File: config.mk
export PLATFORM = sky130hd
export DESIGN_NAME = lsu_ctrl
export DESIGN_NICKNAME = d
export VERILOG_FILES = /design/src/rtl/lsu_ctrl.sv
export SDC_FILE = /design/constraint.sdc
export NUM_CORES = 1
export LEC_CHECK = 0
export CORE_MARGIN = 8
export CORE_UTILIZATION = 41
export CTS_BUF_LIST = sky130_fd_sc_hd__clkbuf_8
export DETAILED_ROUTE_END_ITERATION = 10
export PLACE_DENSITY = 0.88
export SLEW_MARGIN = 20
export SYNTH_ARGS = -nofsm -noshare
export SYNTH_HDL_FRONTEND = slang
export SYNTH_SLANG_ARGS = --single-unit
File: constraint.sdc
create_clock -name clk -period 8.05 [get_ports clk]
set_input_delay 2.0125 -clock clk [delete_from_list [all_inputs] [get_ports clk]]
set_output_delay 2.0125 -clock clk [all_outputs]
set_load 0.01 [all_outputs]
File: src/rtl/lsu_ctrl.sv
// lsu_ctrl -- RV32I load/store unit controller.
//
// Accepts one core access at a time, checks width/alignment legality, issues a
// single word-aligned bus request with byte strobes and lane-replicated store
// data, waits (with timeout) for the bus, and returns a one-cycle completion
// pulse carrying either extended load data or a fault flag.
//
// Ports:
//   clk, reset_n            single clock, synchronous active-low reset
//   req_valid/req_ready     core handshake; req_ready is high only when idle
//   req_write, req_funct3   access kind (1 = store) and RV32I width/sign code
//   req_addr, req_wdata     byte address and right-aligned store data
//   resp_valid/resp_err     one-cycle completion pulse and fault flag
//   resp_rdata              extended load data (0 for stores and faults)
//   mem_valid/mem_ready     bus request / bus accept-complete
//   mem_we, mem_addr        bus write enable and word address
//   mem_wstrb, mem_wdata    byte lane enables and replicated store data
//   mem_rdata               bus read word, valid while mem_ready is high
module lsu_ctrl #(
  parameter int unsigned MAX_WAIT = 15
) (
  input  logic        clk,
  input  logic        reset_n,
  input  logic        req_valid,
  output logic        req_ready,
  input  logic        req_write,
  input  logic [2:0]  req_funct3,
  input  logic [31:0] req_addr,
  input  logic [31:0] req_wdata,
  output logic        resp_valid,
  output logic        resp_err,
  output logic [31:0] resp_rdata,
  output logic        mem_valid,
  input  logic        mem_ready,
  output logic        mem_we,
  output logic [31:0] mem_addr,
  output logic [3:0]  mem_wstrb,
  output logic [31:0] mem_wdata,
  input  logic [31:0] mem_rdata
);

  localparam logic [1:0] IDLE  = 2'd0;
  localparam logic [1:0] ISSUE = 2'd1;
  localparam logic [1:0] RESP  = 2'd2;
  localparam logic [1:0] ERR   = 2'd3;

  localparam logic [8:0] WAIT_LIMIT = 9'(MAX_WAIT);

  logic [1:0]  state;
  logic [7:0]  wait_cnt;
  logic        lat_write;
  logic [2:0]  lat_funct3;
  logic [31:0] lat_addr;
  logic [31:0] lat_wdata;
  logic [31:0] rd_word;
  logic        accept;
  logic        in_issue;
  logic        timeout;

  function automatic logic is_legal(input logic wr, input logic [2:0] f3,
                                    input logic [1:0] a);
    logic ok;
    ok = 1'b0;
    if (wr) begin
      case (f3)
        3'b000:  ok = 1'b1;
        3'b001:  ok = ~a[0];
        3'b010:  ok = (a == 2'b00);
        default: ok = 1'b0;
      endcase
    end else begin
      case (f3)
        3'b000, 3'b100: ok = 1'b1;
        3'b001, 3'b101: ok = ~a[0];
        3'b010:         ok = (a == 2'b00);
        default:        ok = 1'b0;
      endcase
    end
    return ok;
  endfunction

  // Only legal store codes reach ISSUE, so funct3[1:0] alone selects the width.
  function automatic logic [3:0] strb_of(input logic [1:0] f3, input logic [1:0] a);
    logic [3:0] s;
    case (f3)
      2'b00:   s = 4'b0001 << a;
      2'b01:   s = 4'b0011 << a;
      default: s = 4'b1111;
    endcase
    return s;
  endfunction

  function automatic logic [31:0] lanes_of(input logic [1:0] f3, input logic [31:0] d);
    logic [31:0] r;
    case (f3)
      2'b00:   r = {4{d[7:0]}};
      2'b01:   r = {2{d[15:0]}};
      default: r = d;
    endcase
    return r;
  endfunction

  // The word is already shifted down so the addressed byte/half sits at bit 0.
  function automatic logic [31:0] extend(input logic [2:0] f3, input logic [31:0] w);
    logic signed [7:0]  sb;
    logic signed [15:0] sh;
    logic [31:0]        r;
    sb = w[7:0];
    sh = w[15:0];
    case (f3)
      3'b000:  r = 32'(sb);
      3'b100:  r = {24'd0, w[7:0]};
      3'b001:  r = 32'(sh);
      3'b101:  r = {16'd0, w[15:0]};
      default: r = w;
    endcase
    return r;
  endfunction

  assign accept   = (state == IDLE) && req_valid;
  assign in_issue = (state == ISSUE);
  assign timeout  = ({1'b0, wait_cnt} + 9'd1) == WAIT_LIMIT;

  always_ff @(posedge clk) begin
    if (!reset_n) begin
      state    <= IDLE;
      wait_cnt <= 8'd0;
    end else begin
      case (state)
        IDLE: begin
          if (req_valid) begin
            state    <= is_legal(req_write, req_funct3, req_addr[1:0]) ? ISSUE : ERR;
            wait_cnt <= 8'd0;
          end
        end
        ISSUE: begin
          // A ready on the final permitted cycle still wins over the timeout.
          if (mem_ready) begin
            state <= RESP;
          end else begin
            wait_cnt <= wait_cnt + 8'd1;
            if (timeout) state <= ERR;
          end
        end
        default: state <= IDLE;
      endcase
    end
  end

  // Access capture and read-word capture; outputs gate these by state, so
  // they need no reset.
  always_ff @(posedge clk) begin
    if (accept) begin
      lat_write  <= req_write;
      lat_funct3 <= req_funct3;
      lat_addr   <= req_addr;
      lat_wdata  <= req_wdata;
    end
    if (in_issue && mem_ready) begin
      rd_word <= mem_rdata >> {lat_addr[1:0], 3'b000};
    end
  end

  assign req_ready  = (state == IDLE);
  assign mem_valid  = in_issue;
  assign mem_we     = in_issue && lat_write;
  assign mem_addr   = in_issue ? {lat_addr[31:2], 2'b00} : 32'd0;
  assign mem_wstrb  = mem_we ? strb_of(lat_funct3[1:0], lat_addr[1:0]) : 4'b0000;
  assign mem_wdata  = mem_we ? lanes_of(lat_funct3[1:0], lat_wdata) : 32'd0;
  assign resp_valid = (state == RESP) || (state == ERR);
  assign resp_err   = (state == ERR);
  assign resp_rdata = ((state == RESP) && !lat_write) ? extend(lat_funct3, rd_word) : 32'd0;

endmodule
==> results.json, run 1 <==
{
  "synth_area_per_cell_sq_um": 11.4,
  "cp-startpoint": "state[1]",
  "relSlewSlack_pct": 34.0,
  "synth_ff_type": "edfxtp_1",
  "clkPwrFrac_pct": 27.4,
  "dp_cells": 813,
  "drv_cap": 0,
  "setup_viol": 0,
  "n_antenna_cell": 0,
  "rows": 41,
  "coreArea_sq_um": 12500,
  "grt_max_degree": 71,
  "grt_usage_pct": 18.6,
  "maxSlewViolCount": 0,
  "cp-start-kind": "flip-flop",
  "numPortBuffers": 206,
  "fp.dieH_um": 129,
  "die_area_sq_um": 16500,
  "insertion_delay_ps": 380,
  "cts_tree": "yes",
  "place.gp.congestion": 0.866,
  "reg2reg_slack_ps": 5990,
  "dp_hpwl_mm": 11.8,
  "fin_area_sq_um": 7630,
  "cp_data_arrival_time_ps": 2810,
  "cp_max_fo": 16,
  "ys_ff_latch": 110,
  "synth_top_area_share_pct": 57.8,
  "cellLeakagePower_nw": 2.80,
  "finalSetupTns_ps": 0,
  "worst_slew_pin_slew_ps": 987,
  "critPathRequiredTime_ps": 6040,
  "finish.utilization_pct": 60.9,
  "grt_antenna_before_repair": 0,
  "p_int_mw": 0.932,
  "drive_gt1_share_pct": 4.41,
  "die_w_um": 129,
  "hp-class": "flip-flop to flip-flop",
  "skew_ps": 16.3,
  "ir_drop_mv": 0.118,
  "timing.final.ws_setup_ps": 3220,
  "drt_pass1_iterations": 4,
  "grt_overflow": 0,
  "outcome": "completed",
  "r2r_start": "state[1]",
  "power.density_nw_per_um2": 164,
  "max_freq_ghz": 0.207,
  "hold_buffers": 0,
  "drc": 0,
  "drt_iter0_markers": 359,
  "holdWs_ps": 530,
  "postPlaceCellArea_sq_um": 7420,
  "pwr-share-comb_pct": 17.9,
  "rsz0062_at_grt": "no",
  "post-route-period-util_pct": 60.0,
  "clk_pin_slew_worst_paths_ps": 100,
  "power_mw": 1.25,
  "syn_area_sq_um": 5200,
  "fin_cells": 829,
  "final_antenna_net_count": 0,
  "fillers": 1026,
  "yosysWarnings": 0,
  "switching_share_pct": 25.6,
  "vias_per_cell": 5.10,
  "synth.distinct_cells": 44,
  "ys_top_cells_by_area": "edfxtp_1, mux2i_1, and2_1",
  "hp-start": "wait_cnt[7]",
  "async_flop_share_pct": 0,
  "p_switching_mw": 0.321,
  "start_util_pct": 41.5,
  "post_cts_buffers": 0,
  "grt_pass1_wl_mm": 23.6,
  "hold_viol_final": 0,
  "syn_inst": 457,
  "period_needed_ps": 4830,
  "yosys.area.top_type": "edfxtp_1",
  "cts_resized": 0,
  "cts_buffers": 9,
  "area_growth_pct": 46.8,
  "post-place-ws_ps": 3640,
  "critPathKind": "flip-flop to primary output",
  "io_pins": 209,
  "post_drt_wl_per_cell_um": 18.9,
  "ctsLongestPathBuffers": 2,
  "num-nets-final": 758,
  "num_vias": 4230,
  "h-tree-depth": 3,
  "root_buffer": "clkbuf_8",
  "first_global_vias": 4351,
  "routed_wl_mm": 15.7,
  "seqPwrFrac_pct": 54.6,
  "clkSinkCount": 110,
  "synth_edf_count": 100,
  "cp-end-kind": "primary output",
  "ys_seq_area_share_pct": 61.6
}
[layer usage]
layer  part of all wire (%)  vias up  track usage (%)
met5                      0        -                0
met1                     38     1996             20.7
met4                    4.6        0             9.68
li1                       -     2005                -
met3                    7.6       45             6.41
met2                     50      184             31.2
[flip-flops by register name, indices dropped and copies added, names as in the netlist]
name        cells
wait_cnt        8
lat_write       1
state           2
lat_wdata      32
lat_addr       32
rd_word        32
lat_funct3      3
[final cells by class]
cell class              count  area (sq um)  area share (%)
well taps                 172           215            2.82
inverters                  21          78.8            1.03
flip-flops and latches    110          3200            42.0
clock inverters             7          85.1            1.12
multi-input cells         297          1810            23.7
repair buffers            213          2110            27.7
clock buffers               9           124            1.62
[cells in the final DEF (no fill, tap or decap), types with 3 or more instances in the layout]
cell type        synthesis  layout
dfxtp_1                 10      10
nor2b_1                  9       8
nor2_1                  46      46
nand2_1                 34      34
and3_1                   9       9
and2_1                  48      48
o21ai_0                 13      13
clkinv_4                 0       3
inv_1                   21      22
clkdlybuf4s50_1          0     206
o21a_1                   9       9
mux2i_1                 35      35
a21oi_1                 48      48
a211oi_1                 8       8
buf_4                    2       7
clkbuf_8                 0       9
edfxtp_1               100     100
nand3_1                  4       4
[final timing paths]
kind | endpoint | cells after the start
setup / recovery | resp_rdata[29] | 4
hold / removal | wait_cnt[7] | 2
setup reg to reg | wait_cnt[4] | 5
hold reg to reg | wait_cnt[7] | 2
[cells in the mapped netlist (all sizes together) (2+ instances only)]
master and number:
and3 9, and2 48, nor2b 9, edfxtp 100
buf 8, clkbuf 22, nand3 4, mux2i 35
nand3b 2, a21oi 48, nand2b 2, a211oi 8
o211ai 2, o21ai 13, ha 2, nor3b 4
nand2 34, dfxtp 10, nor2 46, a21boi 4
inv 21, o21a 9
[worst max-delay path: stages, from the launching register on]
cell	delay, ps
dfxtp_1	550
nor3b_2	560
nand2_1	470
a21oi_1	280
clkdlybuf4s50_1	580
[power groups by stage]
| stage | Clock (mW) | Sequential [mW] | Combinational [mW] |
|---|---|---|---|
| 3_3_place_gp | 0 | 0.695 | 0.219 |
| 3_5_place_dp | 0 | 0.697 | 0.225 |
| 6_report | 0.344 | 0.684 | 0.225 |
| 2_1_floorplan | 0 | 0.690 | 0.103 |
| 5_1_grt | 0.379 | 0.688 | 0.242 |
| 4_1_cts | 0.356 | 0.684 | 0.226 |
[kinds of logic (layout without fill, tap and decap cells)]
family / Yosys count / after routing / synth area share, %
adder cells (fa/ha/maj): 2 / 2 / 0.481
buffers and inverters: 51 / 250 / 3.92
multiplexers: 35 / 35 / 6.74
AO/OA/AOI/OAI: 91 / 91 / 10.4
flip-flops: 110 / 110 / 61.6
other: 1 / 2 / 0.0722
AND/OR/NAND/NOR: 167 / 167 / 16.7
Power figures use the tool's default switching activity.
==> run 2: changes to the inputs <==
- CORE_UTILIZATION: 41 -> 45
- PLACE_DENSITY: 0.88 -> 0.91
- clock period: 8.05 -> 4.9 ns (I/O delays scaled with it)
==> run 2 against run 1 <==
Clock skew shrank 2.4 ps. Combinational power grew 64%. Sequential share of layout area grew 0.35 points. Global-route usage grew 1.1 points. Sequential cell count is the same. Die area shrank 7.8%. Non-clock buffer count grew 1. Count of clock-buffer cells in the layout is the same. Utilization grew 5.6 points. Sequential power grew 65%. Critical path type unchanged. Critical endpoint is now resp_rdata[15]. Largest power group unchanged.
==> results.json, run 2 (synthesis gave the netlist of run 1 again) <==
{
  "outcome": "completed",
  "die_area_sq_um": 15200,
  "cp-end-kind": "primary output",
  "finalSetupTns_ps": 0,
  "cp_max_fo": 14,
  "rows": 39,
  "first_global_vias": 4268,
  "worst_slew_pin_slew_ps": 1040,
  "hp-class": "flip-flop to flip-flop",
  "drt_pass1_iterations": 6,
  "final_antenna_net_count": 0,
  "h-tree-depth": 3,
  "numPortBuffers": 206,
  "critPathKind": "flip-flop to primary output",
  "grt_antenna_before_repair": 1,
  "fp.dieH_um": 123,
  "max_freq_ghz": 0.248,
  "final_cell_mix": "clkdlybuf4s50_1, edfxtp_1, a21oi_1, and2_1, nor2_1",
  "setup_viol": 0,
  "post_cts_buffers": 0,
  "cellLeakagePower_nw": 2.79,
  "place.gp.congestion": 0.861,
  "dp_hpwl_mm": 11.8,
  "coreArea_sq_um": 11400,
  "period_needed_ps": 4020,
  "cp_data_arrival_time_ps": 2800,
  "cts_tree": "yes",
  "routed_wl_mm": 15.6,
  "num_vias": 4203,
  "slowest_stage": "edfxtp_1",
  "drive_gt1_share_pct": 4.41,
  "drt_iter0_markers": 308,
  "drv_cap": 0,
  "n_antenna_cell": 0,
  "crit_chain": "nor2_1 -> buf_4 -> a21boi_2 -> o21a_1 -> clkdlybuf4s50_1",
  "grt_pass1_wl_mm": 23.0,
  "power.density_nw_per_um2": 265,
  "final_common_cell": "clkdlybuf4s50_1",
  "grt_overflow": 0,
  "drc": 0,
  "skew_ps": 13.9,
  "path_buf_inv": 2,
  "holdWs_ps": 549,
  "io_pins": 209,
  "crit_path_max_incr_delay_ps": 770,
  "critPathRequiredTime_ps": 3670,
  "top_regs": "lat_addr (32), lat_wdata (32), rd_word (32)",
  "rsz0062_at_grt": "no",
  "cts_resized": 0,
  "relSlewSlack_pct": 30.6,
  "clk_pin_slew_worst_paths_ps": 100,
  "post-place-ws_ps": 1270,
  "grt_max_degree": 45,
  "root_buffer": "clkbuf_8",
  "ctsLongestPathBuffers": 2,
  "clkSinkCount": 110,
  "cts_buffers": 9,
  "start_util_pct": 45.7,
  "num-nets-final": 759,
  "vias_per_cell": 5.25,
  "post-route-period-util_pct": 82.1,
  "cp-start-kind": "flip-flop",
  "ir_drop_mv": 0.171,
  "area_growth_pct": 45.5,
  "die_w_um": 123,
  "insertion_delay_ps": 360,
  "crit_family": "buffers and inverters",
  "hold_buffers": 0,
  "timing.final.ws_setup_ps": 875,
  "post_drt_wl_per_cell_um": 19.5,
  "grt_usage_pct": 19.7,
  "maxSlewViolCount": 0,
  "hold_viol_final": 0,
  "reg2reg_slack_ps": 2920
}
[run 2: cell type report]
cell class | count | area [sq um]
Multi-Input combinational cell | 297 | 1810
Timing Repair Buffer | 214 | 2120
Sequential cell | 110 | 3200
Fill cell | 875 | 3800
Tap cell | 143 | 179
Clock inverter | 7 | 50.0
Inverter | 21 | 78.8
Clock buffer | 9 | 124
[run 2: layer usage]
metal  up-vias  track usage (%)  share of wire (%)
met5         -                0              0.083
met4         2             7.07                2.0
met3        22             5.84                8.3
met2       193             34.2                 51
met1      1984             22.6                 38
li1       2002                -                  -
[run 2: power by group]
group / switching, mW / total [mW] / internal, mW / leakage, nW
Sequential: 0.0313 / 1.13 / 1.09 / 1.02
Clock: 0.319 / 0.507 / 0.188 / 0.0890
Combinational: 0.175 / 0.368 / 0.193 / 1.68
Total: 0.526 / 2.00 / 1.48 / 2.79
[run 2: final timing paths]
check,from,endpoint,cells after the start
worst max-delay path,lat_funct3[0],resp_rdata[15],5
worst min-delay path,wait_cnt[7],wait_cnt[7],2
worst max register to register,state[0],rd_word[7],4
worst min register to register,wait_cnt[7],wait_cnt[7],2
[run 2: through the flow]
| step | power (mW) | area (sq um) | cells | utilization [%] |
|---|---|---|---|---|
| 3_5_place_dp | 1.51 | 7390 | 785 | 65.0 |
| 2_1_floorplan | 1.30 | 5210 | 458 | - |
| 4_1_cts | 2.01 | 7560 | 801 | 66.5 |
| 6_report | 2.00 | 7560 | 801 | 66.5 |
| 3_3_place_gp | 1.50 | 7390 | 785 | 65.0 |
| 5_1_grt | 2.08 | 7560 | 801 | 66.5 |
[run 2: worst reg2reg max path: cells and delay by family (launching register included)]
kind	cells	cell delay [ps]
and+or+nand+nor	2	400
DFF	1	520
buffers and inverters	2	700
==> run 3: changes to the inputs <==
- CORE_UTILIZATION: 45 -> 41
- PLACE_DENSITY: 0.91 -> 0.88
- clock period: 4.9 -> 3.4 ns (I/O delays scaled with it)
==> run 3 against run 2 <==
Total power up 50%. Wire length down 0.53%. Design area up 2.0%. Critical path type unchanged. Clock power up 63%.
==> results.json, run 3 (synthesis gave the netlist of run 1 again) <==
{
  "drive_gt1_share_pct": 6.15,
  "cp-end-kind": "primary output",
  "dp_cells": 823,
  "vias_per_cell": 5.02,
  "slowest_stage": "dfxtp_1",
  "cp_data_arrival_time_ps": 2430,
  "hold_viol_final": 0,
  "final-seq-area_sq_um": 3200,
  "clk_pin_slew_worst_paths_ps": 100,
  "crit_family": "compound AO/OA/AOI/OAI gates",
  "relSlewSlack_pct": 58.0,
  "post-place-ws_ps": 437,
  "period_needed_ps": 3280,
  "die_w_um": 129,
  "grt_max_degree": 33,
  "drv_cap": 0,
  "max_freq_ghz": 0.305,
  "num_vias": 4214,
  "maxSlewViolCount": 0,
  "drt_pass1_iterations": 4,
  "final_cell_mix": "clkdlybuf4s50_1, edfxtp_1, a21oi_1, and2_1, nor2_1",
  "grt_pass1_wl_mm": 23.2,
  "multiInputGateArea_sq_um": 1820,
  "hp-class": "flip-flop to flip-flop",
  "root_buffer": "clkbuf_8",
  "r2r_start": "wait_cnt[1]",
  "post-route-period-util_pct": 96.5,
  "io_pins": 209,
  "ctsLongestPathBuffers": 2,
  "skew_ps": 14.4,
  "h-tree-depth": 3,
  "cts_buffers": 9,
  "grt_antenna_before_repair": 0,
  "final_antenna_net_count": 0,
  "cp_max_fo": 9,
  "die_area_sq_um": 16500,
  "dp_hpwl_mm": 12.1,
  "fillers": 1016,
  "post_cts_buffers": 0,
  "drt_iter0_markers": 359,
  "coreArea_sq_um": 12500,
  "finalSetupTns_ps": 0,
  "hold_depth": 2,
  "rows": 41,
  "cts_tree": "yes",
  "insertion_delay_ps": 390,
  "r2r_cells": 5,
  "cp-startpoint": "state[1]",
  "grt_usage_pct": 18.3,
  "cp-start-kind": "flip-flop",
  "path_buf_inv": 1,
  "ir_drop_mv": 0.305,
  "cellLeakagePower_nw": 2.85,
  "power.density_nw_per_um2": 388,
  "critPathKind": "flip-flop to primary output",
  "n_antenna_cell": 0,
  "crit_path_max_incr_delay_ps": 550,
  "setup_viol": 0,
  "grt_overflow": 0,
  "rsz0062_at_grt": "no",
  "top_regs": "lat_addr (32), lat_wdata (32), rd_word (32)",
  "final_common_cell": "clkdlybuf4s50_1",
  "crit_chain": "nor3b_4 -> a21boi_4 -> o21a_1 -> clkdlybuf4s50_1",
  "reg2reg_slack_ps": 1650,
  "outcome": "completed",
  "area_growth_pct": 48.4,
  "hp-start": "wait_cnt[7]",
  "fp.dieH_um": 129,
  "path_depth": 4,
  "num-nets-final": 768,
  "first_global_vias": 4327,
  "routed_wl_mm": 15.5,
  "fin_cells": 839,
  "holdWs_ps": 543,
  "worst_slew_pin_slew_ps": 628,
  "hold_buffers": 0,
  "post_drt_wl_per_cell_um": 18.5,
  "timing.final.ws_setup_ps": 119,
  "drc": 0,
  "clkSinkCount": 110,
  "place.gp.congestion": 0.913,
  "numPortBuffers": 206,
  "critPathRequiredTime_ps": 2550,
  "start_util_pct": 41.5
}
-- run 3: changes by cell type in the layout (fill, tap and decap cells not counted), sizes merged --
cell,previous run,this run
clkinv,3,2
buf,8,17
bufinv,0,1
-- run 3: per-layer routing --
metal / GRT usage, % / up-vias / part of all wire [%]
met5: 0 / - / 0
met2: 30.2 / 188 / 48
met3: 4.76 / 33 / 7.5
li1: - / 2023 / -
met4: 9.05 / 0 / 3.3
met1: 21.7 / 1970 / 41
-- run 3: report_power, final --
group          internal (mW)  switching [mW]  total, mW
logic                  0.289           0.259      0.548
registers               1.58          0.0413       1.62
clock network          0.350           0.475      0.825
-- run 3: tightest hold or removal path, cell delays in order, from the launching register on --
cell and delay, ps:
dfxtp_1 350, nand3_1 70, o211ai_1 70
-- run 3: worst paths after layout --
path | end
min | wait_cnt[7]
min reg2reg | wait_cnt[7]
max reg2reg | state[1]
max | resp_rdata[15]
-- run 3: final cells by class --
cell class                      instances  area share [%]
Timing Repair Buffer                  223            28.4
Inverter                               21            1.02
Sequential cell                       110            41.5
Clock buffer                            9            1.61
Clock inverter                          7            1.02
Tap cell                              172            2.79
Multi-Input combinational cell        297            23.6
-- run 3: timing repair --
action,CTS,global route
setup endpoints to repair,6,29
resized for setup,0,4
hold endpoints to repair,0,0
-- run 3: stage by stage --
| step | area [sq um] | power (mW) | util (%) |
|---|---|---|---|
| 4_1_cts | 7700 | 3.01 | 61.5 |
| 3_3_place_gp | 7490 | 2.18 | 59.9 |
| 3_5_place_dp | 7490 | 2.20 | 59.9 |
| 6_report | 7710 | 2.99 | 61.6 |
| 5_1_grt | 7710 | 3.11 | 61.6 |
| 2_1_floorplan | 5210 | 1.88 | - |
